### src/rtl/rtc_counter.sv
// rtc_counter -- real-time clock with 24-hour binary time, BCD display
// digits, optional 12-hour display mode and an optional alarm.
//
// Optional feature: define RTC_ALARM_EN to compile in the alarm logic.
// Without it the alarm inputs are ignored and alarm is tied low.
//
// Parameters:
//   CLK_HZ  clock cycles per second (>= 2)
//   PRE_W   prescaler width, 2**PRE_W >= CLK_HZ
// Ports:
//   clk, rst                       clock, asynchronous active-high reset
//   run                            count enable (freezes prescaler and time)
//   hour12                         1 = 12-hour display, 0 = 24-hour display
//   load, load_hrs/min/sec         time load strobe and values
//   hrs, min, sec                  binary 24-hour time
//   hrs/min/sec _tens/_ones, pm    BCD display digits and PM flag
//   sec_tick, day_tick, load_err   registered one-cycle event pulses
//   alarm_load, alarm_hrs/min      alarm time load
//   alarm_ack, alarm               alarm acknowledge and latched flag
module rtc_counter #(
  parameter int CLK_HZ = 100000000,
  parameter int PRE_W  = 27
) (
  input  logic       clk,
  input  logic       rst,
  input  logic       run,
  input  logic       hour12,
  input  logic       load,
  input  logic [4:0] load_hrs,
  input  logic [5:0] load_min,
  input  logic [5:0] load_sec,
  output logic [4:0] hrs,
  output logic [5:0] min,
  output logic [5:0] sec,
  output logic [3:0] hrs_tens,
  output logic [3:0] hrs_ones,
  output logic [3:0] min_tens,
  output logic [3:0] min_ones,
  output logic [3:0] sec_tens,
  output logic [3:0] sec_ones,
  output logic       pm,
  output logic       sec_tick,
  output logic       day_tick,
  output logic       load_err,
  input  logic       alarm_load,
  input  logic [4:0] alarm_hrs,
  input  logic [5:0] alarm_min,
  input  logic       alarm_ack,
  output logic       alarm
);

  localparam logic [PRE_W-1:0] PRE_LAST = PRE_W'(CLK_HZ - 1);

  logic [PRE_W-1:0] pre_reg;
  logic             load_ok;
  logic             advance;
  logic [4:0]       hrs_adv;
  logic [5:0]       min_adv;
  logic [5:0]       sec_adv;
  logic             wrap_adv;

  assign load_ok = (load_hrs < 5'd24) && (load_min < 6'd60) && (load_sec < 6'd60);
  // A load always wins over a coincident tick, valid or not.
  assign advance = !load && run && (pre_reg == PRE_LAST);

  // One-second increment with carries.
  always_comb begin
    sec_adv  = sec + 6'd1;
    min_adv  = min;
    hrs_adv  = hrs;
    wrap_adv = 1'b0;
    if (sec == 6'd59) begin
      sec_adv = 6'd0;
      min_adv = min + 6'd1;
      if (min == 6'd59) begin
        min_adv = 6'd0;
        hrs_adv = hrs + 5'd1;
        if (hrs == 5'd23) begin
          hrs_adv  = 5'd0;
          wrap_adv = 1'b1;
        end
      end
    end
  end

  always_ff @(posedge clk or posedge rst) begin
    if (rst) begin
      pre_reg  <= '0;
      hrs      <= '0;
      min      <= '0;
      sec      <= '0;
      sec_tick <= 1'b0;
      day_tick <= 1'b0;
      load_err <= 1'b0;
    end else begin
      sec_tick <= 1'b0;
      day_tick <= 1'b0;
      load_err <= 1'b0;
      if (load) begin
        if (load_ok) begin
          hrs     <= load_hrs;
          min     <= load_min;
          sec     <= load_sec;
          pre_reg <= '0;
        end else begin
          load_err <= 1'b1;
        end
      end else if (run) begin
        if (advance) begin
          pre_reg  <= '0;
          hrs      <= hrs_adv;
          min      <= min_adv;
          sec      <= sec_adv;
          sec_tick <= 1'b1;
          day_tick <= wrap_adv;
        end else begin
          pre_reg <= pre_reg + 1'b1;
        end
      end
    end
  end

  // Split a value 0..59 into BCD tens/ones by repeated subtraction.
  function automatic logic [7:0] to_bcd(input logic [5:0] v);
    logic [3:0] t;
    logic [5:0] r;
    t = 4'd0;
    r = v;
    for (int k = 0; k < 5; k++) begin
      if (r >= 6'd10) begin
        r = r - 6'd10;
        t = t + 4'd1;
      end
    end
    return {t, r[3:0]};
  endfunction

  logic [4:0] hrs_disp;

  // 12-hour mode maps 0 -> 12 and 13..23 -> 1..11; pm is the same in both modes.
  always_comb begin
    hrs_disp = hrs;
    if (hour12) begin
      if (hrs == 5'd0)
        hrs_disp = 5'd12;
      else if (hrs > 5'd12)
        hrs_disp = hrs - 5'd12;
    end
  end

  assign pm = (hrs >= 5'd12);
  assign {hrs_tens, hrs_ones} = to_bcd({1'b0, hrs_disp});
  assign {min_tens, min_ones} = to_bcd(min);
  assign {sec_tens, sec_ones} = to_bcd(sec);

`ifdef RTC_ALARM_EN
  logic [4:0] alarm_hrs_reg;
  logic [5:0] alarm_min_reg;
  logic       alarm_reg;
  logic       alarm_hit;

  // Only a second advance can trigger; a load onto the match time cannot.
  assign alarm_hit = advance && (hrs_adv == alarm_hrs_reg) &&
                     (min_adv == alarm_min_reg) && (sec_adv == 6'd0);

  always_ff @(posedge clk or posedge rst) begin
    if (rst) begin
      alarm_hrs_reg <= '0;
      alarm_min_reg <= '0;
      alarm_reg     <= 1'b0;
    end else begin
      if (alarm_load && (alarm_hrs < 5'd24) && (alarm_min < 6'd60)) begin
        alarm_hrs_reg <= alarm_hrs;
        alarm_min_reg <= alarm_min;
      end
      // A new match beats a coincident acknowledge.
      if (alarm_hit)
        alarm_reg <= 1'b1;
      else if (alarm_ack)
        alarm_reg <= 1'b0;
    end
  end

  assign alarm = alarm_reg;
`else
  logic unused_alarm_inputs;
  assign unused_alarm_inputs = ^{alarm_load, alarm_hrs, alarm_min, alarm_ack};
  assign alarm = 1'b0;
`endif

endmodule

### config.mk
export PLATFORM = sky130hd
export DESIGN_NAME = rtc_counter
export DESIGN_NICKNAME = d
export VERILOG_FILES = /design/src/rtl/rtc_counter.sv
export SDC_FILE = /design/constraint.sdc
export NUM_CORES = 1
export LEC_CHECK = 0
export CAP_MARGIN = 20
export CORE_MARGIN = 2
export CORE_UTILIZATION = 39
export DETAILED_ROUTE_END_ITERATION = 10
export GPL_ROUTABILITY_DRIVEN = 0
export GPL_TIMING_DRIVEN = 0
export MAX_ROUTING_LAYER = met4
export PLACE_DENSITY = 0.68
export SYNTH_ARGS = -nofsm -noshare
export SYNTH_HDL_FRONTEND = slang
export SYNTH_SLANG_ARGS = --single-unit
### constraint.sdc
create_clock -name clk -period 20.8 [get_ports clk]
set_input_delay 4.16 -clock clk [delete_from_list [all_inputs] [get_ports clk]]
set_output_delay 4.16 -clock clk [all_outputs]
set_load 0.005 [all_outputs]
Yosys cells after proc, flatten, opt, wreduce, memory -nomap -nowiden:

Index checks and enable logic that the tools add are counted.

* register bits after elaboration: 47
* input bits: 35
* output and inout port bits: 46
* logic and storage cells: 144

* $add $sub $neg: 32
* $lt $le $gt $ge: 20
* equality and inequality tests: 5
* mux-type cells: 66
* reduce and logical (&&, ||, !) cells: 14

Operators by type and width (count)
* $mux 6: 23
* $mux 27: 4
* $ge 6x4->1 const B: 14
* $sub 6x4->6 const B: 11
* $mux 4: 15
* $mux 5: 10
* $add 4x1->4 const B: 12
* $add 27x1->27 const B: 1
* $eq 27x27->1 const B: 1
* $mux 1: 14
* $add 6x1->6 const B: 2
* $eq 6x6->1 const B: 2
* $lt 6x6->1 const B: 2
* $sub 4x4->4 const B: 3
* $ge 5x4->1 const B: 2
* $reduce_bool 2->1: 4
* $sub 5x4->6 const B: 1
* $add 5x1->5 const B: 1
* $eq 5x5->1 const B: 1
* $gt 5x4->1 const B: 1
* $logic_not 5->1: 1
* $lt 5x5->1 const B: 1
* $reduce_and 5->1: 1
* $sub 5x4->5 const B: 1
* 6 further kinds: 9

Depth between registers and ports, before layout:

Gate-level depths: netlist of run 1.

* depth in word-level cells: 14
* mapped depth: 31

Worst setup path before layout of run 1:

Ideal clock, no wire load.

* path type: input to output
* from: in hour12
* to: out hrs_tens[2]
* data arrival time: 8989 ps
* data required time: 16640 ps
* slack: 7651 ps
* stages: 26
* path through: clkbuf_2 -> and4b_1 -> clkbuf_1 -> nor2_1 -> ha_1 -> nand2_1 -> nor2_1 -> mux2_2 -> a22o_1 -> o21ai_0 -> nand2_1 -> ha_1 -> o21ai_0 -> o2111ai_1 -> o211ai_1 -> nor3b_2 -> o21ai_0 -> o21ai_1 -> nand2b_1 -> and2_0 -> xnor2_1 -> ha_1 -> inv_1 -> o211a_1 -> a211oi_1 -> xor2_1

* longest elaborated chain between the ends: 11
* elaborated cells between the ends (all ways): 23
* classes of those cells: add/sub: 8; order compare: 5; mux: 10

Ends and longest elaborated chain
* from (decl): RTL line 27 `input logic hour12,`
* $mux 5 (*): RTL line 143 `if (hour12) begin`
* $sub 5x4->6 or $ge 5x4->1 (tied branches): RTL line 131, 130
* $mux 6 or $mux 1 (tied branches): RTL line 130 `if (r >= 6'd10) begin`
* $sub 6x4->6, or another cell as far along: RTL line 131 `r = r - 6'd10;`
* $mux 6 or $mux 4 (tied branches): RTL line 130
* $sub 6x4->6, or another cell as far along: RTL line 131
* $mux 6 or $mux 4 (tied branches): RTL line 130
* $sub 6x4->6, or another cell as far along: RTL line 131
* $mux 6 or $mux 4 (tied branches): RTL line 130
* $ge 6x4->1 or $add 4x1->4 (tied branches): RTL line 130, 132
* $mux 4 (*): RTL line 130
* to (decl): RTL line 35 `output logic [3:0] hrs_tens,`

Every way passes the cells marked *; elsewhere a longest branch is shown, timed or not.

Worst setup path after layout of run 1:

Same ends and word-level chain as after synthesis.

==> out/results.ini, run 1 <==
[floorplanning]
fp.dieW_um = 127
coreArea_um2 = 15000
initial_core_util_pct = 39.4
dieArea_um2 = 16200
die_h_um = 127
rows = 45
io_pins = 81

[layout]
syn_to_final_growth_pct = 18.5
largest_register_ffs = 27
n_antenna_cell = 0
layout-drive-gt1-share_pct = 8.70
nets = 917
postLayoutCellArea_um2 = 7020
postLayoutCoreUtil_pct = 46.7
nFillCells = 1486

[placed_design]
postPlaceCellArea_um2 = 6830
hpwl_mm = 11.1
io_buffers = 64
pre_cts_ws_ns = 6.32

[clock_network]
cts-root-buf = clkbuf_16
postCtsHoldBufs = 0
clock_path_buffers = 2
post_cts_buffers = 0
cts_resized = 0
htree_levels = 2
cts_tree = done
cts_buffers = 5
path_clk_slew_ns = 0.06
cts_num_sinks = 47
clk_latency_ns = 0.29

[setup_path]
crit_arrival_ns = 10.40
cp_max_fo = 10
r2r-start = pre_reg[3]
crit_path_start_kind = input port
path_class = input port to output port
crit_required_ns = 16.64
endpoint_kind = output port
startpoint = hour12

[route]
postRouteWirelength_mm = 14.2
avgViaCountPerCell = 5.54
avgRoutedWirePerCell_um = 13.8
vias = 5685
drt_iter0_markers = 358
drc_errors = 0
ant_nets = 0
drtPass1Iterations = 5

[sta]
grt_setup_unrepaired = false
layout_worst_path_cycle_share_pct = 70.0
slew_headroom_pct = 43.0
skew_ns = 0.00508
tns_ns = 0
hold_viol_final = 0
period_minus_slack_ns = 14.56
setup_ws_ns = 6.24
drv_slew = 0
tightest_slew_ns = 0.848
max_freq_mhz = 68.7
setup_viol = 0

[synthesis]
yosys_most_used_dff = dfrtp_1
yosysSeqAreaShare_pct = 19.8
synth_area_um2 = 5930
synth_seq_cells = 47
yosysWarnings = 0
async_flop_share_pct = 100
synth_fp_nets = 845
ys_top_cells_by_area = dfrtp_1, ha_1, o21ai_0, nor2_1, a21oi_1
syn_area_per_cell_um2 = 7.74
synth_edf_count = 0
syn_inst = 766
yosysUniqueCellTypes = 101
yosysTopAreaCell = dfrtp_1
synthDominantCellAreaShare_pct = 19.8

[grt]
grt_pass1_vias = 5318
grt.overflow.total = 0
grt_max_degree = 26
grt_pass1_wl_mm = 25.0
grt_use_total_pct = 18.4
antenna_found_initial = 0

[hold_path]
hp-class = register to register
min_from = pre_reg[5]

[run]
maxCapViolCount = 0

[status]
status = complete, no violations

-- cells in the mapped netlist (all sizes together) (15+ instances only) --
library cell / n
o21ai: 72
nor2: 71
nand2: 57
inv: 49
a21oi: 47
dfrtp: 47
ha: 44
xnor2: 28
nand3: 27
xor2: 22
nor3: 20
clkbuf: 19
nor2b: 16
mux2i: 15
nand2b: 15
-- critical path, cell delays in order --
cell and delay, ns:
clkbuf_2 0.17, and4b_1 0.21, clkbuf_1 0.33, nor2_1 0.13
ha_1 0.24, nand2_1 0.13, nor2_1 0.06, mux2_2 0.32
a22o_1 0.29, o21ai_0 0.24, nand2_1 0.15, ha_1 0.21
o21ai_0 0.16, o2111ai_1 0.18, o211ai_1 0.22, nor3b_2 0.55
o21ai_0 0.20, o21ai_1 0.41, nand2b_1 0.21, and2_0 0.27
xnor2_1 0.16, ha_1 0.17, inv_1 0.05, o211a_1 0.21
a211oi_1 0.28, xor2_1 0.17, clkdlybuf4s50_1 0.51
-- routing by layer --
| layer | vias up | global-route usage (%) | wire (um) |
|---|---|---|---|
| met5 | - | - | 0 |
| met4 | 0 | 2.39 | 94 |
| met3 | 8 | 2.68 | 667 |
| met2 | 131 | 29.7 | 6520 |
| met1 | 2630 | 25.4 | 6880 |
| li1 | 2916 | - | - |
-- placed cells by master, fill, tap and decap left out, drive strengths merged, types with 11 or more instances in the layout --
cell | netlist | routed
clkdlybuf4s50 | 0 | 64
nand2b | 15 | 15
ha | 44 | 44
xor2 | 22 | 22
nand3 | 27 | 27
nor4 | 11 | 11
xnor2 | 28 | 28
dfrtp | 47 | 47
clkbuf | 19 | 24
nand2 | 57 | 57
o21ai | 72 | 72
a21oi | 47 | 47
mux2i | 15 | 15
buf | 14 | 15
o211ai | 11 | 11
a211oi | 11 | 11
nor2 | 71 | 71
nor3 | 20 | 20
nor2b | 16 | 16
inv | 49 | 49
-- final cells by class --
cell class	count	area, um2	share of cell area [%]
plain buffers	33	165	2.35
clock buffers	5	125	1.78
clock inverters	3	67.6	0.962
inverters	50	189	2.69
multi-input cells	636	4400	62.6
flip-flops and latches	47	1180	16.7
well taps	188	235	3.35
repair buffers	65	668	9.51
-- cell families after synthesis --
kind of cell | synth area share [%]
other | 0.0633
xor gates and xnor gates | 7.77
DFF | 19.8
AOI/OAI and AO/OA | 26.2
muxes | 3.99
adders and majority gates | 9.29
buffers and inverters | 5.97
and+or+nand+nor | 26.9
-- metrics by stage --
step / cells / hold slack (ns)
after floorplan: 766 / 0.448
after global placement: 1018 / 0.473
after detailed placement: 1019 / 0.491
after CTS: 1027 / 0.502
after global routing: 1027 / 0.520
final: 1027 / 0.500
-- final timing paths --
| check | end | slack [ns] | cells after the start |
|---|---|---|---|
| worst max-delay path | hrs_tens[2] | 6.24 | 27 |
| worst min register to register | pre_reg[5] | 0.50 | 1 |
| worst max register to register | hrs[0] | 17.33 | 11 |
| min in group asynchronous | pre_reg[18] | 4.24 | 2 |
| worst min-delay path | pre_reg[5] | 0.50 | 1 |
| max in group asynchronous | hrs[2] | 16.05 | 3 |
Power of run 1 is left out: the tool's default activity adds up to more than one toggle a clock period on the data nets, which glitch-free logic cannot reach.
==> inputs of run 2 (changes only) <==
- PLACE_DENSITY: 0.68 -> 0.7
- clock period: 20.8 -> 13.01 ns (I/O delays scaled with it)
==> out/results.ini, run 2 (same netlist as run 1, synthesis figures left out) <==
[floorplanning]
coreArea_um2 = 15000
fp.dieW_um = 127
initial_core_util_pct = 39.4
rows = 45
io_pins = 81
dieArea_um2 = 16200
die_h_um = 127

[sta]
hold_viol_final = 0
skew_ns = 0.00458
tightest_slew_ns = 0.772
period_minus_slack_ns = 11.47
slew_headroom_pct = 48.1
drv_slew = 0
max_freq_mhz = 87.2
layout_worst_path_cycle_share_pct = 88.2
tns_ns = 0
setup_viol = 0
grt_setup_unrepaired = false

[grt]
grt_max_degree = 39
grt_pass1_vias = 5291
grt_pass1_wl_mm = 24.5
grt_use_total_pct = 18.1
grt.overflow.total = 0
antenna_found_initial = 0

[setup_path]
crit_required_ns = 10.41
endpoint_kind = output port
cp_max_fo = 10
path_class = input port to output port
crit_path_start_kind = input port
crit_arrival_ns = 8.87

[clock_network]
cts_num_sinks = 47
cts_tree = done
cts-root-buf = clkbuf_16
clock_path_buffers = 2
postCtsHoldBufs = 0
cts_resized = 0
htree_levels = 2
path_clk_slew_ns = 0.06
post_cts_buffers = 0
clk_latency_ns = 0.29
cts_buffers = 5

[placed_design]
io_buffers = 64
hpwl_mm = 11.1

[layout]
syn_to_final_growth_pct = 17.4
n_antenna_cell = 0
nFillCells = 1482
layout-drive-gt1-share_pct = 8.46
mostFrequentLayoutCells = nor2_1, o21ai_0, clkdlybuf4s50_1
multi_input_comb_area_um2 = 4400
seq_area_um2 = 1180
final_common_cell = nor2_1
nets = 917
largest_register_ffs = 27

[run]
maxCapViolCount = 0

[route]
vias = 5767
postRouteWirelength_mm = 14.2
ant_nets = 0
avgViaCountPerCell = 5.62
drc_errors = 0
drtPass1Iterations = 5
avgRoutedWirePerCell_um = 13.9
drt_iter0_markers = 394

[hold_path]
hp-class = register to register

[status]
status = complete, no violations

## run 2: critical path, stage by stage
cell and delay [ns]:
clkbuf_2 0.18, and4b_1 0.21, clkbuf_1 0.35, nor2_1 0.13, ha_1 0.24, nand2_1 0.13, nor2_1 0.06, mux2_2 0.33
a22o_1 0.28, o21ai_0 0.25, nand2_1 0.14, ha_1 0.22, o21ai_0 0.18, o2111ai_1 0.20, o211ai_1 0.23, nor3b_2 0.54
o21ai_0 0.18, o21ai_1 0.40, nand2b_1 0.20, and2_0 0.30, xnor2_1 0.16, ha_1 0.17, inv_1 0.05, o211a_1 0.21
a211oi_1 0.26, xor2_1 0.17, clkdlybuf4s50_1 0.51
## run 2: final timing paths
check                           startpoint          end  slack, ns  depth (start not counted)
worst max register to register  pre_reg[3]       hrs[0]       9.53                         11
worst max-delay path                hour12  hrs_tens[2]       1.54                         27
max in group asynchronous              rst       min[5]       9.99                          3
worst min-delay path            pre_reg[4]   pre_reg[4]       0.50                          1
worst min register to register  pre_reg[4]   pre_reg[4]       0.50                          1
min in group asynchronous              rst       min[1]       2.56                          2
## run 2: per-layer routing
metal	track usage, %	vias up	wire [um]
met2	29.2	140	6570
met3	1.88	17	599
met4	3.88	0	185
met1	24.8	2687	6880
met5	-	-	0
li1	-	2923	-
## run 2: final cells by class
| type | instances | area share, % |
|---|---|---|
| Sequential cell | 47 | 16.9 |
| Timing Repair Buffer | 65 | 9.49 |
| Multi-Input combinational cell | 636 | 63.2 |
| Clock buffer | 7 | 1.91 |
| Buffer | 33 | 2.37 |
| Clock inverter | 1 | 0.0719 |
| Inverter | 50 | 2.71 |
| Tap cell | 188 | 3.38 |
## run 2: stage by stage
| step | std cells | worst slack [ns] | cell area, um2 | hold WS (ns) | utilization (%) |
|---|---|---|---|---|---|
| 2_1_floorplan | 766 | 2.98 | 5930 | 0.448 | - |
| 4_1_cts | 1027 | 1.59 | 6960 | 0.504 | 46.3 |
| 3_3_place_gp | 1018 | 1.68 | 6800 | 0.471 | 45.3 |
| 5_1_grt | 1027 | 0.972 | 6960 | 0.533 | 46.3 |
| 6_report | 1027 | 1.54 | 6960 | 0.503 | 46.3 |
| 3_5_place_dp | 1019 | 1.59 | 6820 | 0.493 | 45.4 |
Power of run 2 is left out for the same reason.
==> inputs of run 3 (changes only) <==
- RECOVER_POWER: not set -> 100
- SLEW_MARGIN: not set -> 20
==> out/results.ini, run 3 (same netlist as run 1, synthesis figures left out) <==
[setup_path]
endpoint_kind = output port
path_class = input port to output port
crit_required_ns = 10.41
cp_max_fo = 10
worst_path_max_delay_cell = dlygate4sd3_1
critPathBufInv = 4
cpMostUsedCell = o21ai_0
crit_arrival_ns = 9.28
crit_path_start_kind = input port
slowest_delay_ns = 0.57
reg2reg_slack_ns = 9.52
cp_top_family = compound AO/OA/AOI/OAI gates

[clock_network]
cts_num_sinks = 47
postCtsHoldBufs = 0
cts_buffers = 5
clock_path_buffers = 2
cts-root-buf = clkbuf_16
cts_resized = 0
clk_latency_ns = 0.29
path_clk_slew_ns = 0.06
htree_levels = 2
post_cts_buffers = 0
cts_tree = done

[grt]
antenna_found_initial = 0
grt_max_degree = 30
grt.overflow.total = 0
grt_use_total_pct = 18.0
grt_pass1_wl_mm = 24.3
grt_pass1_vias = 5242

[layout]
syn_to_final_growth_pct = 16.6
nets = 917
final_common_cell = nor2_1
n_antenna_cell = 0
nFillCells = 1504
layout-drive-gt1-share_pct = 6.80
mostFrequentLayoutCells = nor2_1, o21ai_0, nand2_1
largest_register_ffs = 27

[sta]
grt_setup_unrepaired = false
layout_worst_path_cycle_share_pct = 91.3
tightest_slew_ns = 1.26
max_freq_mhz = 84.2
period_minus_slack_ns = 11.88
slew_headroom_pct = 15.3
hold_viol_final = 0
drv_slew = 0
skew_ns = 0.00460
tns_ns = 0
setup_viol = 0

[status]
status = complete, no violations

[floorplanning]
coreArea_um2 = 15000
fp.dieW_um = 127
rows = 45
initial_core_util_pct = 39.4
dieArea_um2 = 16200
io_pins = 81
die_h_um = 127

[placed_design]
io_buffers = 64
hpwl_mm = 11.2

[run]
maxCapViolCount = 0

[route]
vias = 5763
ant_nets = 0
avgViaCountPerCell = 5.62
drtPass1Iterations = 5
drt_iter0_markers = 403
postRouteWirelength_mm = 14.3
drc_errors = 0
avgRoutedWirePerCell_um = 13.9

[hold_path]
hp-class = register to register

## run 3: cell types whose count changed in the layout (fill, tap and decap cells not counted), sizes merged
cell / delta
clkdlybuf4s50: -30
buf: -5
dlygate4sd3: +30
clkinv: -1
clkbuf: +4
bufinv: +1
## run 3: routing by layer
metal / track usage (%) / vias up / share of wire, % / wire length [um]
met5: - / - / 0 / 0
met4: 3.81 / 0 / 1.1 / 153
met3: 1.80 / 10 / 4.8 / 685
met2: 29.7 / 164 / 46 / 6590
met1: 24.2 / 2660 / 48 / 6850
li1: - / 2929 / - / -
## run 3: area by class of cell
cell class	count	area (um2)	area share [%]
multi-input cells	636	4350	62.9
flip-flops and latches	47	1180	17.0
repair buffers	65	644	9.32
well taps	188	235	3.40
inverters	50	189	2.73
plain buffers	33	164	2.37
clock buffers	6	129	1.86
clock inverters	1	30.0	0.434
## run 3: stage by stage
stage | area (um2) | setup WS [ns] | hold slack [ns] | util [%] | cells
2_1_floorplan | 5930 | 2.98 | 0.448 | - | 766
3_3_place_gp | 6800 | 1.68 | 0.471 | 45.3 | 1018
3_5_place_dp | 6830 | 1.60 | 0.500 | 45.4 | 1019
4_1_cts | 6990 | 1.59 | 0.509 | 46.5 | 1026
5_1_grt | 6910 | 0.579 | 0.517 | 46.0 | 1026
6_report | 6910 | 1.13 | 0.506 | 46.0 | 1026
## run 3: worst paths after layout
check / from / cells after the start / endpoint
setup / recovery: hour12 / 27 / hrs_tens[2]
hold / removal: pre_reg[4] / 1 / pre_reg[4]
setup reg to reg: pre_reg[3] / 11 / hrs[0]
hold reg to reg: pre_reg[4] / 1 / pre_reg[4]
max in group asynchronous: rst / 3 / hrs[4]
min in group asynchronous: rst / 2 / pre_reg[22]
Power of run 3 is left out for the same reason.
